==> config.mk <==
export PLATFORM = sky130hd
export DESIGN_NAME = sync_fifo_flags_flat
export DESIGN_NICKNAME = d
export VERILOG_FILES = /design/src/rtl/sync_fifo_flags_pkg.sv /design/src/rtl/sync_fifo_flags_if.sv /design/src/rtl/sync_fifo_flags_mem.sv /design/src/rtl/sync_fifo_flags.sv /design/src/flat_wrapper.sv
export SDC_FILE = /design/constraint.sdc
export NUM_CORES = 1
export LEC_CHECK = 0
export CAP_MARGIN = 20
export CORE_ASPECT_RATIO = 0.75
export CORE_UTILIZATION = 45
export CTS_BUF_LIST = sky130_fd_sc_hd__clkbuf_8
export CTS_CLUSTER_DIAMETER = 200
export DETAILED_ROUTE_END_ITERATION = 10
export PLACE_DENSITY = 0.65
export SETUP_SLACK_MARGIN = 0.4
export SLEW_MARGIN = 15
export SYNTH_ARGS = -nofsm -noshare
export SYNTH_HDL_FRONTEND = slang
export SYNTH_SLANG_ARGS = --single-unit
==> constraint.sdc <==
create_clock -name clk -period 2.2 [get_ports clk]
set_input_delay 0.44 -clock clk [delete_from_list [all_inputs] [get_ports clk]]
set_output_delay 0.44 -clock clk [all_outputs]
set_load 0.01 [all_outputs]
==> src/rtl/sync_fifo_flags_pkg.sv <==
// Shared types and defaults for the single-clock FIFO with occupancy flags.
package fifo_pkg;

   localparam int DSIZE_DEF = 8;
   localparam int ASIZE_DEF = 4;

   typedef logic [ASIZE_DEF:0] count_t;

   typedef enum logic {
      RD_REG  = 1'b0,
      RD_FWFT = 1'b1
   } rd_mode_t;

endpackage

==> src/rtl/sync_fifo_flags_if.sv <==
// Write/read handshake, data and status bundle of sync_fifo_flags.
interface sync_fifo_flags_if #(
   parameter int DSIZE = fifo_pkg::DSIZE_DEF,
   parameter int ASIZE = fifo_pkg::ASIZE_DEF
);

   logic             winc;
   logic [DSIZE-1:0] wdata;
   logic             rinc;
   logic [DSIZE-1:0] rdata;
   logic             wfull;
   logic             rempty;
   logic             almost_full;
   logic             almost_empty;
   logic [ASIZE:0]   count;
   logic             overflow;
   logic             underflow;
   logic             clr_err;

   modport master (
      output winc, wdata, rinc, clr_err,
      input  rdata, wfull, rempty, almost_full, almost_empty, count, overflow, underflow
   );

   modport slave (
      input  winc, wdata, rinc, clr_err,
      output rdata, wfull, rempty, almost_full, almost_empty, count, overflow, underflow
   );

endinterface

==> src/rtl/sync_fifo_flags_mem.sv <==
// DEPTH x DSIZE storage: synchronous write, asynchronous read, no reset.
module fifo_mem #(
   parameter int DSIZE = 8,
   parameter int ASIZE = 4
) (
   input  logic             clk,
   input  logic             we,
   input  logic [ASIZE-1:0] waddr,
   input  logic [DSIZE-1:0] wdata,
   input  logic [ASIZE-1:0] raddr,
   output logic [DSIZE-1:0] rdata
);

   logic [DSIZE-1:0] mem [2**ASIZE];

   always_ff @(posedge clk) begin
      if (we) mem[waddr] <= wdata;
   end

   assign rdata = mem[raddr];

endmodule

==> src/rtl/sync_fifo_flags.sv <==
// Single-clock FIFO with occupancy count, almost flags, sticky error flags and
// selectable registered / first-word-fall-through read.
module sync_fifo_flags
   import fifo_pkg::*;
#(
   parameter int DSIZE     = DSIZE_DEF,
   parameter int ASIZE     = ASIZE_DEF,
   parameter int AFULL_TH  = 14,
   parameter int AEMPTY_TH = 2,
   parameter int FWFT      = 0
) (
   input  logic              clk,
   input  logic              rst_n,
   sync_fifo_flags_if.slave  bus
);

   localparam int       DEPTH   = 2**ASIZE;
   localparam rd_mode_t RD_MODE = (FWFT != 0) ? RD_FWFT : RD_REG;

   typedef logic [ASIZE:0]   cnt_t;
   typedef logic [ASIZE-1:0] ptr_t;

   if (AFULL_TH < 1 || AFULL_TH > DEPTH) begin : g_bad_afull_th
      $error("sync_fifo_flags: AFULL_TH=%0d outside 1..%0d", AFULL_TH, DEPTH);
   end
   if (AEMPTY_TH < 0 || AEMPTY_TH > DEPTH - 1) begin : g_bad_aempty_th
      $error("sync_fifo_flags: AEMPTY_TH=%0d outside 0..%0d", AEMPTY_TH, DEPTH - 1);
   end

   ptr_t             wptr;
   ptr_t             rptr;
   cnt_t             count_q;
   cnt_t             count_next;
   logic             wfull_q;
   logic             rempty_q;
   logic             afull_q;
   logic             aempty_q;
   logic             overflow_q;
   logic             underflow_q;
   logic             wr_acc;
   logic             rd_acc;
   logic [DSIZE-1:0] mem_rdata;

   // Accepts look only at registered flags, so no input reaches a flag combinationally.
   always_comb begin
      wr_acc     = bus.winc && !wfull_q;
      rd_acc     = bus.rinc && !rempty_q;
      count_next = count_q + cnt_t'(wr_acc) - cnt_t'(rd_acc);
   end

   always_ff @(posedge clk or negedge rst_n) begin
      if (!rst_n) begin
         wptr        <= '0;
         rptr        <= '0;
         count_q     <= '0;
         wfull_q     <= 1'b0;
         rempty_q    <= 1'b1;
         afull_q     <= 1'b0;
         aempty_q    <= 1'b1;
         overflow_q  <= 1'b0;
         underflow_q <= 1'b0;
      end else begin
         if (wr_acc) wptr <= wptr + ptr_t'(1);
         if (rd_acc) rptr <= rptr + ptr_t'(1);
         count_q     <= count_next;
         wfull_q     <= (count_next == cnt_t'(DEPTH));
         rempty_q    <= (count_next == '0);
         afull_q     <= (count_next >= cnt_t'(AFULL_TH));
         aempty_q    <= (count_next <= cnt_t'(AEMPTY_TH));
         // A new error event in the same cycle as clr_err keeps the flag set.
         overflow_q  <= (bus.winc && wfull_q)  || (overflow_q  && !bus.clr_err);
         underflow_q <= (bus.rinc && rempty_q) || (underflow_q && !bus.clr_err);
      end
   end

   fifo_mem #(
      .DSIZE (DSIZE),
      .ASIZE (ASIZE)
   ) u_mem (
      .clk   (clk),
      .we    (wr_acc),
      .waddr (wptr),
      .wdata (bus.wdata),
      .raddr (rptr),
      .rdata (mem_rdata)
   );

   if (RD_MODE == RD_FWFT) begin : g_rd_fwft
      assign bus.rdata = mem_rdata;
   end else begin : g_rd_reg
      logic [DSIZE-1:0] rdata_q;

      always_ff @(posedge clk or negedge rst_n) begin
         if (!rst_n)      rdata_q <= '0;
         else if (rd_acc) rdata_q <= mem_rdata;
      end

      assign bus.rdata = rdata_q;
   end

   assign bus.wfull        = wfull_q;
   assign bus.rempty       = rempty_q;
   assign bus.almost_full  = afull_q;
   assign bus.almost_empty = aempty_q;
   assign bus.count        = count_q;
   assign bus.overflow     = overflow_q;
   assign bus.underflow    = underflow_q;

endmodule

==> src/flat_wrapper.sv <==
// flat-port wrapper written by rule: the top's interface ports become plain ports
module sync_fifo_flags_flat import fifo_pkg::*;
#(
   parameter int DSIZE     = DSIZE_DEF,
   parameter int ASIZE     = ASIZE_DEF,
   parameter int AFULL_TH  = 14,
   parameter int AEMPTY_TH = 2,
   parameter int FWFT      = 0
)
  (clk, rst_n, bus_winc, bus_wdata, bus_rinc, bus_clr_err, bus_rdata, bus_wfull, bus_rempty, bus_almost_full, bus_almost_empty, bus_count, bus_overflow, bus_underflow);
  sync_fifo_flags_if #(.DSIZE(DSIZE), .ASIZE(ASIZE)) bus_i ();
  input  logic clk;
  input  logic rst_n;
  input wire logic [$bits(bus_i.winc)-1:0] bus_winc;
  input wire logic [$bits(bus_i.wdata)-1:0] bus_wdata;
  input wire logic [$bits(bus_i.rinc)-1:0] bus_rinc;
  input wire logic [$bits(bus_i.clr_err)-1:0] bus_clr_err;
  output wire logic [$bits(bus_i.rdata)-1:0] bus_rdata;
  output wire logic [$bits(bus_i.wfull)-1:0] bus_wfull;
  output wire logic [$bits(bus_i.rempty)-1:0] bus_rempty;
  output wire logic [$bits(bus_i.almost_full)-1:0] bus_almost_full;
  output wire logic [$bits(bus_i.almost_empty)-1:0] bus_almost_empty;
  output wire logic [$bits(bus_i.count)-1:0] bus_count;
  output wire logic [$bits(bus_i.overflow)-1:0] bus_overflow;
  output wire logic [$bits(bus_i.underflow)-1:0] bus_underflow;
  assign bus_i.winc = bus_winc;
  assign bus_i.wdata = bus_wdata;
  assign bus_i.rinc = bus_rinc;
  assign bus_i.clr_err = bus_clr_err;
  assign bus_rdata = bus_i.rdata;
  assign bus_wfull = bus_i.wfull;
  assign bus_rempty = bus_i.rempty;
  assign bus_almost_full = bus_i.almost_full;
  assign bus_almost_empty = bus_i.almost_empty;
  assign bus_count = bus_i.count;
  assign bus_overflow = bus_i.overflow;
  assign bus_underflow = bus_i.underflow;
  sync_fifo_flags #(.DSIZE(DSIZE), .ASIZE(ASIZE), .AFULL_TH(AFULL_TH), .AEMPTY_TH(AEMPTY_TH), .FWFT(FWFT)) u_core (.clk(clk), .rst_n(rst_n), .bus(bus_i));
endmodule
# --- After elaboration in Yosys (flattened, before gate mapping) ---
# Memories as Yosys holds them, arrays and structs flattened. A register that Yosys moved wholly into a read port is not among the register bits.
# Index checks and enable logic that the tools add are counted.
op_classes:
  n_reduce_logical: 13
  n_eq_ne: 1
  order_cmp: 2
  mux: 2
  n_addsub: 4
ops:
  columns: ["cell", "count"]
  rows:
  - ["$add A4 B1 Y4 const B", 2]
  - ["$logic_and A1 B1 Y1", 6]
  - ["$add A5 B1 Y5", 1]
  - ["$eq A5 B5 Y1 const B", 1]
  - ["$ge A5 B4 Y1 const B", 1]
  - ["$le A5 B2 Y1 const B", 1]
  - ["$logic_not A5 Y1", 1]
  - ["$sub A5 B1 Y5", 1]
  - ["$logic_not A1 Y1", 4]
  - ["$logic_or A1 B1 Y1", 2]
  - ["$mux W1", 2]
word_totals:
  ram_bits: 128
  memories: 1
  regBits: 19
  elab_cells: 32
  out_inout_bits: 19
  input_bits: 13
mem_list:
  columns: ["memory", "words", "width", "rd", "rd_ports_with_merged_regs", "write_ports", "line_no", "rtl"]
  rows:
  - ["u_core.u_mem.mem", 16, 8, 1, 1, 1, "sync_fifo_flags_mem.sv:14", "logic [DSIZE-1:0] mem [2**ASIZE];"]

# --- Logic depth before layout (Yosys ltp) ---
# Gate-level depths: netlist of the first run.
logic_depth:
  ltp_word: 5
  depth_mapped: 10
  mapped_depth_nobuf: 10

# --- Modules after synthesis ---
# From an unflattened synthesis of the first run, not the netlist that was laid out.
hier_totals:
  hier_cells: 305
  area_unflattened_um2: 6170.9
by_module_without_submodules:
  columns: ["module", "instances", "cells_each", "area_per_inst_um2", "seq_area_each_um2"]
  rows:
  - ["fifo_mem", 1, 221, 4987.3, 3843.7]
  - ["sync_fifo_flags", 1, 84, 1183.6, 678.2]

# --- Least setup slack after synthesis of the first run ---
# No wires, ideal clock.
synth_path:
  path_kind: "register to register"
  startpoint: "reg u_core.rempty_q (netlist: u_core.bus.rempty)"
  endpoint: "reg u_core.aempty_q (netlist: u_core.bus.almost_empty)"
  setup_time_ns: 0.105
  required_time_ns: 2.095
  synth_period_minus_slack_ns: 2.510
  path_buffers: 0
  slack_ns: -0.310
  t_arrival_ns: 2.405
  path_stages_with_launch: 11
  path_cell_list: "dfstp_2 > nand2b_1 > inv_1 > ha_1 > inv_1 > ha_1 > fa_1 > a21o_1 > a21oi_2 > xnor2_2 > a2111oi_2"
synth_between:
  elab_chain_len: 4
synth_rtl:
  columns: ["element", "line_no", "rtl"]
  rows:
  - ["from (decl)", "sync_fifo_flags.sv:35", "logic rempty_q;"]
  - ["from (signal assigned)", "sync_fifo_flags.sv:67", "rempty_q <= (count_next == '0);"]
  - ["$logic_not A1 Y1", "sync_fifo_flags.sv:47", "rd_acc = bus.rinc && !rempty_q;"]
  - ["$logic_and A1 B1 Y1", "sync_fifo_flags.sv:47", null]
  - ["named net u_core.rd_acc", "sync_fifo_flags.sv:41", "logic rd_acc;"]
  - ["$sub A5 B1 Y5", "sync_fifo_flags.sv:48", "count_next = count_q + cnt_t'(wr_acc) - cnt_t'(rd_acc);"]
  - ["named net u_core.count_next[4]", "sync_fifo_flags.sv:33", "cnt_t count_next;"]
  - ["$le A5 B2 Y1", "sync_fifo_flags.sv:69", "aempty_q <= (count_next <= cnt_t'(AEMPTY_TH));"]
  - ["to (signal assigned)", "sync_fifo_flags.sv:69", null]
  - ["to (decl)", "sync_fifo_flags.sv:37", "logic aempty_q;"]
# The timed path passes the listed nets, and every way through them passes these cells.
# A chain may end at the register's enable or synchronous reset.

# --- Final worst setup path of the first run ---
layout_path:
  startpoint: "reg u_core.rempty_q (netlist: u_core.bus.rempty)"
  endpoint: "reg u_core.wfull_q (netlist: u_core.bus.wfull)"
layout_between:
  elab_chain_len: 4
layout_rtl:
  columns: ["element", "line_no", "rtl"]
  rows:
  - ["$logic_not A1 Y1", "sync_fifo_flags.sv:47", null]
  - ["$logic_and A1 B1 Y1", "sync_fifo_flags.sv:47", null]
  - ["named net u_core.rd_acc", "sync_fifo_flags.sv:41", null]
  - ["$sub A5 B1 Y5", "sync_fifo_flags.sv:48", null]
  - ["named net u_core.count_next[4]", "sync_fifo_flags.sv:33", null]
  - ["$eq A5 B5 Y1", "sync_fifo_flags.sv:66", "wfull_q <= (count_next == cnt_t'(DEPTH));"]
  - ["to (signal assigned)", "sync_fifo_flags.sv:66", null]
  - ["to (decl)", "sync_fifo_flags.sv:34", "logic wfull_q;"]
# The timed path passes the listed nets, and every way through them passes these cells.

==> impl_metrics.ini, run 1 <==
[route]
post_drt_wl_per_cell_microns = 19.3
wirelength_microns = 12800
num_vias = 3512
via_per_inst = 5.27
ant_nets = 0
drt-initial-drc-count = 261
drc = 4
dr.pass1.iters = 7

[sta]
post-route-period-util_pct = 105
final.setup.worst_slack_ns = -0.120
fin_skew_ns = 0.0119
relSlewSlack_pct = 55.1
fmax_ghz = 0.431
tightestPinTransition_ns = 0.672
finalHoldViolCount = 0
tns_ns = -0.380
finalMaxSlewViolations = 0
rsz0062_at_grt = true
setup_viol = 4
fin_crit_ns = 2.32

[yosys]
synth_area_leader_cell = edfxtp_1
synth_cell_type_count = 35
ys_async_sr_fraction_pct = 17.4
synth_common_cells = 128 x edfxtp_1, 64 x mux2i_1, 36 x nand2_1
synth_ff_type = edfxtp_1
synth_top_area_share_pct = 61.5
synth_area_sq_um = 6250
synth_warnings = 0
synth-edff-count = 128
synth_most_common_cell = edfxtp_1
ys_ff_latch = 155
yosys-top-cells-area = edfxtp_1 62%, mux2i_1 10%, dfrtp_1 10%, nand2_1 2.2%, ha_1 2.0%
syn-instance-count = 403
syn_area_per_cell_sq_um = 15.5
seq_area_frac_synth_pct = 72.4
syn_nets = 427

[clock_tree]
cts.path.max_buffers = 2
tritoncts = done
cts_buffers = 17
clock-sinks = 155
cts_root_buffer = clkbuf_8
hold_buffers = 0
clkTransAtPathRegs_ns = 0.09
htree_levels = 4
clkLatencyLatePin_ns = 0.44

[pwr]
p_leak_nw = 2.83
power.share.sequential_pct = 41.5
p_switching_mw = 3.48
intPower_mw = 6.28
power_frac_clock_pct = 19.6
pwr-share-comb_pct = 38.9
power_mw = 9.77
swShare_pct = 35.7
peakVddDrop_mv = 0.642
p_per_area_nw_per_um2 = 1300

[placed_design]
port_buffers = 31
gp_congestion = 0.746
dpl.cell_count = 629
hpwl_microns = 8630
placed_area_sq_um = 7100
pre_cts_ws_ns = -0.565

[status]
outcome = complete, but fails checks
violations = design-rule violations, negative setup slack

[global_route]
grtUsageMet1_pct = 28.3
grt_usage_pct = 19.5
busiest_layer = met2
antenna_found_initial = 0
grt_pass1_vias = 3547
use_met3_pct = 4.19
met2_usage_pct = 28.8
gr-total-overflow = 0
grt_max_degree = 23
grt_pass1_wl_microns = 20300

[setup_path]
path_delay_family = adder cells
crit_required_ns = 2.56
cp-start-kind = flip-flop
endpoint_kind = flip-flop
critPathSlowestCell = dfstp_2
arrival_ns = 2.68
crit_type = reg -> reg
path_cells = nand2b_4 > inv_4 > ha_4 > inv_4 > ha_4 > fa_2 > a21o_1 > a21oi_2 > xnor2_2 > nor3b_2
critPathMaxStageDelay_ns = 0.54
cp_max_fo = 5
critical_path_buf_inv_count = 2

[floorplanning]
core_area_sq_um = 13300
rows = 36
design.die.area_sq_um = 14400
die_y_microns = 104
io_pins = 32
initial_core_util_pct = 47.0
die_w_microns = 138

[finish]
antenna_cells = 0
finalInstanceArea_sq_um = 7490
area_delta_synth_final_pct = 19.8
fillers = 1022
stdcell_count = 667
final_nets = 507
drive_gt1_share_pct = 21.0

[run]
drv_cap = 0

[worst_hold_path]
min_path_type = in -> async
-- per-layer routing --
layer	part of all wire, %	vias up
met2	45	87
li1	-	1664
met4	1.0	0
met3	5.6	9
met1	48	1752
met5	0	-
-- cells in the final DEF (no fill, tap or decap), drive strengths merged, types with 6 or more instances in the layout --
| cell type | instances |
|---|---|
| clkinvlp | 6 |
| clkdlybuf4s50 | 12 |
| nand2 | 36 |
| nand3 | 25 |
| dfrtp | 25 |
| ha | 10 |
| buf | 51 |
| nor2 | 13 |
| mux2i | 64 |
| xnor2 | 9 |
| edfxtp | 128 |
| a21oi | 18 |
| inv | 17 |
| dlygate4sd2 | 15 |
| a22oi | 16 |
| clkbuf | 17 |
-- final cells by class --
cell class / count / area [sq um] / area share (%)
multi-input combinational: 217 / 1650 / 22.1
timing repair buffer: 81 / 698 / 9.32
clock inverter: 15 / 118 / 1.57
tap: 171 / 214 / 2.86
sequential: 155 / 4530 / 60.4
inverter: 11 / 46.3 / 0.618
clock buffer: 17 / 234 / 3.12
-- cell families (layout without fill, tap and decap cells) --
family	Yosys count	count (layout)	synth area share [%]
buf+inv	31	124	2.52
fa+ha+maj	11	11	2.32
mux	64	64	10.3
xor+xnor	10	10	1.64
compound gates	41	41	4.28
flops	155	155	72.4
simple gates	91	91	6.63
-- sequential cells by signal (all words and copies together) (netlist names) --
| signal | count |
|---|---|
| u_core.bus.almost_empty | 1 |
| u_core.bus.almost_full | 1 |
| u_core.bus.count | 5 |
| u_core.bus.overflow | 1 |
| u_core.bus.rdata | 8 |
| u_core.bus.rempty | 1 |
| u_core.bus.underflow | 1 |
| u_core.bus.wfull | 1 |
| u_core.rptr | 4 |
| u_core.u_mem.mem | 128 |
| u_core.wptr | 4 |
-- per-stage QoR --
stage | hold slack (ns) | utilization, %
floorplan | 0.144 | -
global placement | 0.467 | 53.4
detailed placement | 0.481 | 53.4
CTS | 0.386 | 56.2
global route | 0.423 | 56.3
finish | 0.391 | 56.3
-- worst paths after layout --
path / startpoint / to / slack, ns / depth (start not counted)
hold reg to reg: u_core.bus.rdata[3]$_DFFE_PN0P_ / u_core.bus.rdata[3]$_DFFE_PN0P_ / 0.48 / 2
max in group asynchronous: rst_n / u_core.bus.rdata[2]$_DFFE_PN0P_ / 1.24 / 2
min in group clk: u_core.bus.rdata[3]$_DFFE_PN0P_ / u_core.bus.rdata[3]$_DFFE_PN0P_ / 0.48 / 2
hold / removal: rst_n / u_core.bus.count[2]$_DFF_PN0_ / 0.39 / 1
setup reg to reg: u_core.bus.rempty$_DFF_PN1_ / u_core.bus.wfull$_DFF_PN0_ / -0.12 / 10
setup / recovery: u_core.bus.rempty$_DFF_PN1_ / u_core.bus.wfull$_DFF_PN0_ / -0.12 / 10
-- timing repair --
item                                    CTS  global route
buffers inserted                          4             2
endpoints found under the setup margin  112           142
resized for setup                        20             5
pin swaps                                 7             3
-- power groups by stage --
stage,registers [mW],clock network (mW),logic [mW]
3_5_place_dp,4.14,0,3.79
6_report,4.05,1.91,3.80
5_1_grt,4.11,2.08,4.16
4_1_cts,4.06,1.95,3.81
2_1_floorplan,4.01,0,2.47
3_3_place_gp,4.11,0,3.70
Note: power is estimated with default switching activity, not from simulation.
==> run 2: changes to the inputs <==
- CTS_CLUSTER_SIZE: unset -> 14
==> results of run 2 <==
The final DEF is identical to that of run 1; final timing and power are the same.
